## src/rtl/key_press_ctrl_if.sv

```systemverilog
// key_press_ctrl_if: raw push-button inputs, lock, and per-key debounced
// level and event pulses between the board buttons and game_core.
interface key_press_ctrl_if #(
  parameter int N_KEYS = 2
);
  logic [N_KEYS-1:0] key_n;
  logic              lock;
  logic [N_KEYS-1:0] held;
  logic [N_KEYS-1:0] press_pulse;
  logic [N_KEYS-1:0] release_pulse;
  logic [N_KEYS-1:0] short_pulse;
  logic [N_KEYS-1:0] long_pulse;
  logic [N_KEYS-1:0] repeat_pulse;
  modport master (
    output key_n, lock,
    input  held, press_pulse, release_pulse, short_pulse, long_pulse, repeat_pulse
  );
  modport slave (
    input  key_n, lock,
    output held, press_pulse, release_pulse, short_pulse, long_pulse, repeat_pulse
  );
endinterface

```

## src/rtl/key_press_ctrl.sv

```systemverilog
// key_press_ctrl: synchronizes and debounces active-low keys, then emits
// press/release/short/long/auto-repeat pulses per key, maskable by lock.
module key_press_ctrl #(
  parameter int N_KEYS       = 2,
  parameter int DEBOUNCE_CYC = 1_000_000,
  parameter int LONG_CYC     = 50_000_000,
  parameter int REPEAT_CYC   = 10_000_000
) (
  input logic              clk,
  input logic              reset_n,
  key_press_ctrl_if.slave  kp
);
  localparam int DB_W   = $clog2(DEBOUNCE_CYC + 1);
  localparam int HOLD_W = $clog2(LONG_CYC + 1);
  localparam int REP_W  = $clog2(REPEAT_CYC + 1);
  typedef enum logic [1:0] {IDLE, PRESS, LONG} state_t;
  for (genvar k = 0; k < N_KEYS; k++) begin : g_key
    logic [1:0]        sync_q, sync_d;
    logic [DB_W-1:0]   db_cnt_q, db_cnt_d;
    logic              held_q, held_d;
    state_t            state_q, state_d;
    logic [HOLD_W-1:0] hold_cnt_q, hold_cnt_d;
    logic [REP_W-1:0]  rep_cnt_q, rep_cnt_d;
    logic [4:0]        pulse_q, pulse_d;
    logic [4:0]        ev;
    logic              s, flip, rise, fall, long_hit, rep_hit;
    // ev / pulse bit order: {repeat, long, short, release, press}
    always_comb begin
      sync_d     = {sync_q[0], ~kp.key_n[k]};
      s          = sync_q[1];
      flip       = (s != held_q) && (db_cnt_q == DB_W'(DEBOUNCE_CYC - 1));
      db_cnt_d   = (s == held_q || flip) ? '0
                 : db_cnt_q + DB_W'(db_cnt_q != DB_W'(DEBOUNCE_CYC));
      held_d     = held_q ^ flip;
      rise       = flip & ~held_q;
      fall       = flip & held_q;
      long_hit   = hold_cnt_q == HOLD_W'(LONG_CYC - 1);
      rep_hit    = rep_cnt_q == REP_W'(REPEAT_CYC - 1);
      state_d    = state_q;
      hold_cnt_d = hold_cnt_q;
      rep_cnt_d  = rep_cnt_q;
      ev         = '0;
      if (state_q == IDLE) begin
        if (rise) begin
          state_d    = PRESS;
          hold_cnt_d = '0;
          ev[0]      = 1'b1;
        end
      end else if (fall) begin
        // a release wins over a long or repeat due on the same edge
        state_d = IDLE;
        ev[1]   = 1'b1;
        ev[2]   = state_q == PRESS;
      end else if (state_q == PRESS) begin
        if (long_hit) begin
          state_d   = LONG;
          rep_cnt_d = '0;
          ev[3]     = 1'b1;
        end else begin
          hold_cnt_d = hold_cnt_q + HOLD_W'(hold_cnt_q != HOLD_W'(LONG_CYC));
        end
      end else begin
        ev[4]     = rep_hit;
        rep_cnt_d = rep_hit ? '0 : rep_cnt_q + REP_W'(1);
      end
      pulse_d = kp.lock ? '0 : ev;
    end
    always_ff @(posedge clk or negedge reset_n) begin
      if (!reset_n) begin
        sync_q     <= '0;
        db_cnt_q   <= '0;
        held_q     <= 1'b0;
        state_q    <= IDLE;
        hold_cnt_q <= '0;
        rep_cnt_q  <= '0;
        pulse_q    <= '0;
      end else begin
        sync_q     <= sync_d;
        db_cnt_q   <= db_cnt_d;
        held_q     <= held_d;
        state_q    <= state_d;
        hold_cnt_q <= hold_cnt_d;
        rep_cnt_q  <= rep_cnt_d;
        pulse_q    <= pulse_d;
      end
    end
    assign kp.held[k]          = held_q;
    assign kp.press_pulse[k]   = pulse_q[0];
    assign kp.release_pulse[k] = pulse_q[1];
    assign kp.short_pulse[k]   = pulse_q[2];
    assign kp.long_pulse[k]    = pulse_q[3];
    assign kp.repeat_pulse[k]  = pulse_q[4];
  end
endmodule
```

## src/flat_wrapper.sv

```systemverilog
// flat-port wrapper written by rule: the top's interface ports become plain ports
module key_press_ctrl_flat 
#(
  parameter int N_KEYS       = 2,
  parameter int DEBOUNCE_CYC = 1_000_000,
  parameter int LONG_CYC     = 50_000_000,
  parameter int REPEAT_CYC   = 10_000_000
)
  (clk, reset_n, kp_key_n, kp_lock, kp_held, kp_press_pulse, kp_release_pulse, kp_short_pulse, kp_long_pulse, kp_repeat_pulse);
  key_press_ctrl_if #(.N_KEYS(N_KEYS)) kp_i ();
  input logic clk;
  input logic reset_n;
  input wire logic [$bits(kp_i.key_n)-1:0] kp_key_n;
  input wire logic [$bits(kp_i.lock)-1:0] kp_lock;
  output wire logic [$bits(kp_i.held)-1:0] kp_held;
  output wire logic [$bits(kp_i.press_pulse)-1:0] kp_press_pulse;
  output wire logic [$bits(kp_i.release_pulse)-1:0] kp_release_pulse;
  output wire logic [$bits(kp_i.short_pulse)-1:0] kp_short_pulse;
  output wire logic [$bits(kp_i.long_pulse)-1:0] kp_long_pulse;
  output wire logic [$bits(kp_i.repeat_pulse)-1:0] kp_repeat_pulse;
  assign kp_i.key_n = kp_key_n;
  assign kp_i.lock = kp_lock;
  assign kp_held = kp_i.held;
  assign kp_press_pulse = kp_i.press_pulse;
  assign kp_release_pulse = kp_i.release_pulse;
  assign kp_short_pulse = kp_i.short_pulse;
  assign kp_long_pulse = kp_i.long_pulse;
  assign kp_repeat_pulse = kp_i.repeat_pulse;
  key_press_ctrl #(.N_KEYS(N_KEYS), .DEBOUNCE_CYC(DEBOUNCE_CYC), .LONG_CYC(LONG_CYC), .REPEAT_CYC(REPEAT_CYC)) u_core (.clk(clk), .reset_n(reset_n), .kp(kp_i));
endmodule
```

## config.mk

```make
export PLATFORM = sky130hd
export DESIGN_NAME = key_press_ctrl_flat
export DESIGN_NICKNAME = d
export VERILOG_FILES = /design/src/rtl/key_press_ctrl_if.sv /design/src/rtl/key_press_ctrl.sv /design/src/flat_wrapper.sv
export SDC_FILE = /design/constraint.sdc
export NUM_CORES = 1
export LEC_CHECK = 0
export ABC_AREA = 1
export CELL_PAD_IN_SITES_DETAIL_PLACEMENT = 0
export CELL_PAD_IN_SITES_GLOBAL_PLACEMENT = 1
export CORE_ASPECT_RATIO = 1.25
export CORE_MARGIN = 1.5
export CORE_UTILIZATION = 35
export DETAILED_ROUTE_END_ITERATION = 8
export GPL_TIMING_DRIVEN = 0
export PLACE_DENSITY = 0.73
export SLEW_MARGIN = 15
export SYNTH_ARGS = -nofsm -noshare
export SYNTH_HDL_FRONTEND = slang
export SYNTH_SLANG_ARGS = --single-unit
```

## constraint.sdc

```tcl
create_clock -name clk -period 5.4 [get_ports clk]
set_clock_uncertainty 0.1 [all_clocks]
set_input_delay 0.81 -clock clk [delete_from_list [all_inputs] [get_ports clk]]
set_output_delay 0.81 -clock clk [all_outputs]
set_load 0.02 [all_outputs]
```

==> flow_summary.rst <==
.. list-table::
   :header-rows: 1

   * - Metric
     - Value
   * - Result of the run
     - complete, no violations
   * - Via count normalized by instance count
     - 4.87
   * - Number of antenna violations at the first check in global routing
     - 0
   * - Proportion of power drawn by the clock network
     - 50.2%
   * - Commonest cells in the netlist
     - nand2_1 (537), nor2_1 (296), dfrtp_1 (160)
   * - Drt total wl
     - ~29000 µm
   * - Global-route wire length before repair
     - 49300 µm
   * - Max frequency
     - ~350 MHz
   * - Count of unique library cells instantiated by Yosys
     - 36
   * - Count of input and output buffers
     - 15
   * - Wire length per cell
     - 14.2 µm
   * - Power share of the combinational group
     - 2.0%
   * - Synth area leader
     - dfrtp_1
   * - Fraction of layout cells with a size suffix above 1
     - under 10%
   * - Top cell by count, worst path
     - nand2_1
   * - Number of buffers inserted to repair setup after CTS
     - 0
   * - Final Slew Violations
     - 0
   * - Vert. Die Dim
     - 197 µm
   * - Worst slew margin relative to its limit
     - between 50 and 60%
   * - Start-to-end type of the worst setup path
     - reg2reg
   * - GRT overflow
     - 0
   * - Pre-CTS WS
     - 2.56 ns
   * - Number of failing hold endpoints at the final stage
     - 0
   * - Clock-pin slew on the worst setup and hold paths
     - 0.07 ns
   * - Family of cells with the greatest summed delay on the critical path
     - simple AND/OR/NAND/NOR gates
   * - Portion of synthesized cell area occupied by the leading cell type
     - 38.0%
   * - Register share of total power
     - between 40% and 50%
   * - Total power divided by cell area
     - around 210 mW/mm²
   * - CTS-repair resized insts
     - 0
   * - Via count of the first global-routing pass
     - a little under 10000
   * - CP Data Arrival Time
     - 3.08 ns
   * - Library cell used as clock root buffer
     - clkbuf_16
   * - Crit path cell chain
     - nand2_1, nor2_1, nand3_1, nor3_1, nand3_1, ha_1, nand2_1, nor2_1, nand2_1, inv_1, nand2_1, nand2_1, nand2_1, nor2_1, nand3_1, nand2_1
   * - Detailed Route Iter0 Violations
     - ~510
   * - Clock Tree Buf Depth
     - 2
   * - R2R Setup Slk
     - ~2.5 ns
   * - Total standard cell area after synthesis
     - about 0.011 mm²
   * - Pleak
     - 4.91 nW
   * - Routability Congestion
     - 0.887
   * - Maximum vdd drop
     - 0.190 mV
   * - Number of standard cells after synthesis
     - about 1600
   * - Area contributors post-synth
     - dfrtp_1 (38%), nand2_1 (19%), nor2_1 (11%), nand3_1 (6.9%), inv_1 (5.2%)
   * - Switching power of the nets
     - 0.000612 W
   * - Most repeated cell in the gate-level netlist after synthesis
     - nand2_1
   * - Critical Path Start Type
     - flip-flop
   * - Pin slew with the least headroom to its limit
     - 0.666 ns
   * - Final period demand of the worst path
     - 2.85 ns
   * - Hold Crit Class
     - in2async
   * - Total vias in the final route
     - 9973
   * - Net count of the mapped netlist
     - roughly 1600
   * - Number of nets in the final layout
     - approximately 1700
   * - Crit path capture type
     - flip-flop
   * - Unrepaired setup endpoints after global routing
     - false
   * - Ratio of final minimum period to clock period
     - a little over half
   * - P_int
     - 0.00191 W
   * - Router iterations before antenna repair
     - 7
   * - Area added between synthesis and finish
     - 12.1%
   * - Final Setup Violations
     - 0
   * - Master of the slowest instance on the critical path
     - dfrtp_1
   * - Placed wire-length estimate after detailed placement
     - 21800 µm
   * - Floorplan Core Area
     - 0.0294 mm²
   * - Async set-reset flop share out of synthesis
     - 100%
   * - Full die area
     - 0.0312 mm²
   * - Antenna diode count
     - 0
   * - CTS tree
     - built
   * - EDFF count, synth
     - 0
   * - Synthesis-stage register bit count
     - 160
   * - Hold-fix buffers, CTS
     - 0
   * - Total Routing Usage GR
     - 19.8%
   * - Total DRC errors in the routed layout
     - 0
   * - Maximum number of pins on one net before global-route repair
     - 97
   * - Effective utilization at floorplan
     - about 36%
   * - MaxCap Viol Count
     - 0
   * - Synth Area per Inst
     - 6.58 µm²
   * - Max FO, Critical Path
     - 5
   * - Req. time, crit path
     - between 5 and 6 ns
   * - Cell row count
     - 70
   * - Number of nets with antenna violations after detailed routing
     - 0
   * - Clock sink total
     - 160
   * - Chip width
     - between 150 and 200 µm
   * - Min setup slack post-route
     - 2.55 ns
   * - Top FF cell, synth
     - dfrtp_1
   * - Fraction of the yosys area taken by sequential cells
     - 38.0%
   * - Count of synthesis-stage warnings from yosys
     - 0
   * - Post-route total power
     - 0.00253 W
   * - Worst path max stage delay
     - 0.42 ns
   * - Max H-tree Level
     - 4
   * - Top Ports
     - 17
   * - Skew-Pair Late Insertion Delay
     - 0.43 ns
   * - Proportion of total power due to net switching
     - 24.2%
   * - Critical path buffers and inverters
     - 1
   * - Total clock buffers created by CTS
     - 17
==> power groups by stage <==
stage | logic, W | registers [W] | clock network (W)
3_3_place_gp | 0.0000507 | 0.00123 | 0
4_1_cts | 0.0000541 | 0.00121 | 0.00130
5_1_grt | 0.0000600 | 0.00121 | 0.00135
6_report | 0.0000509 | 0.00121 | 0.00127
2_1_floorplan | 0.0000170 | 0.00123 | 0
3_5_place_dp | 0.0000541 | 0.00123 | 0
==> per-stage QoR <==
stage               hold slack, ns  util [%]  std cells  cell area, µm²  setup TNS, ns
floorplan                    0.231         -       1602           10500              0
finish                       0.198      40.2       2046           11800              0
global route                 0.243      40.2       2046           11800              0
detailed placement           0.260      38.2       2014           11200              0
global placement             0.262      38.0       2013           11200        -584.72
CTS                          0.224      40.2       2046           11800              0
==> logic make-up (layout without fill, tap and decap cells) <==
family,after synthesis,after routing,synth area share (%)
AND/OR/NAND/NOR,1131,1131,46.2
buffers and inverters,182,230,7.18
flip-flops,160,160,38.0
AO/OA/AOI/OAI,80,80,4.26
XOR/XNOR,39,39,3.24
adder cells (fa/ha/maj),10,10,1.19
==> metal layers <==
layer / global-route usage (%) / routed length [µm] / up-vias
met4: 6.09 / 550 / 0
met3: 2.68 / 636 / 36
li1: - / - / 5160
met1: 24.6 / 13200 / 4647
met2: 35.3 / 14700 / 130
met5: 0 / 0 / -
==> state kept, by name (all words and copies together) (netlist names), named ones only <==
name and count:
u_core.g_key.db_cnt_q 40, u_core.g_key.pulse_q 10, u_core.g_key.rep_cnt_q 48, u_core.g_key.hold_cnt_q 52, u_core.g_key.sync_q 4, u_core.g_key.state_q 4
==> area by class of cell <==
type | instances | area (µm²)
fill | 3239 | 17600
multi-input combinational | 1260 | 5790
sequential | 160 | 4000
inverter | 149 | 559
tap | 396 | 495
clock buffer | 18 | 429
buffer | 33 | 198
timing repair buffer | 16 | 183
clock inverter | 14 | 169
==> worst paths after layout <==
check,cells after the start,endpoint,from
worst max-delay path,16,u_core.g_key[1].hold_cnt_q[23],u_core.g_key[1].hold_cnt_q[21]
worst min-delay path,1,u_core.g_key[0].rep_cnt_q[22],reset_n
worst max register to register,16,u_core.g_key[1].hold_cnt_q[23],u_core.g_key[1].hold_cnt_q[21]
worst min register to register,0,u_core.g_key[0].sync_q[1],u_core.g_key[0].sync_q[0]
max in group asynchronous,2,u_core.g_key[0].db_cnt_q[16],reset_n
min in group clk,0,u_core.g_key[0].sync_q[1],u_core.g_key[0].sync_q[0]
==> cells in the final DEF, fill, tap and decap left out, drive strengths merged, types with 15 or more instances in the layout <==
master / count
nor2: 307
inv: 157
xor2: 33
o21ai: 47
buf: 25
nand4: 46
nand3: 150
nor3: 33
dfrtp: 160
clkbuf: 28
nand2: 558
a21oi: 15
No activity file was read; power rests on OpenSTA's default activity.
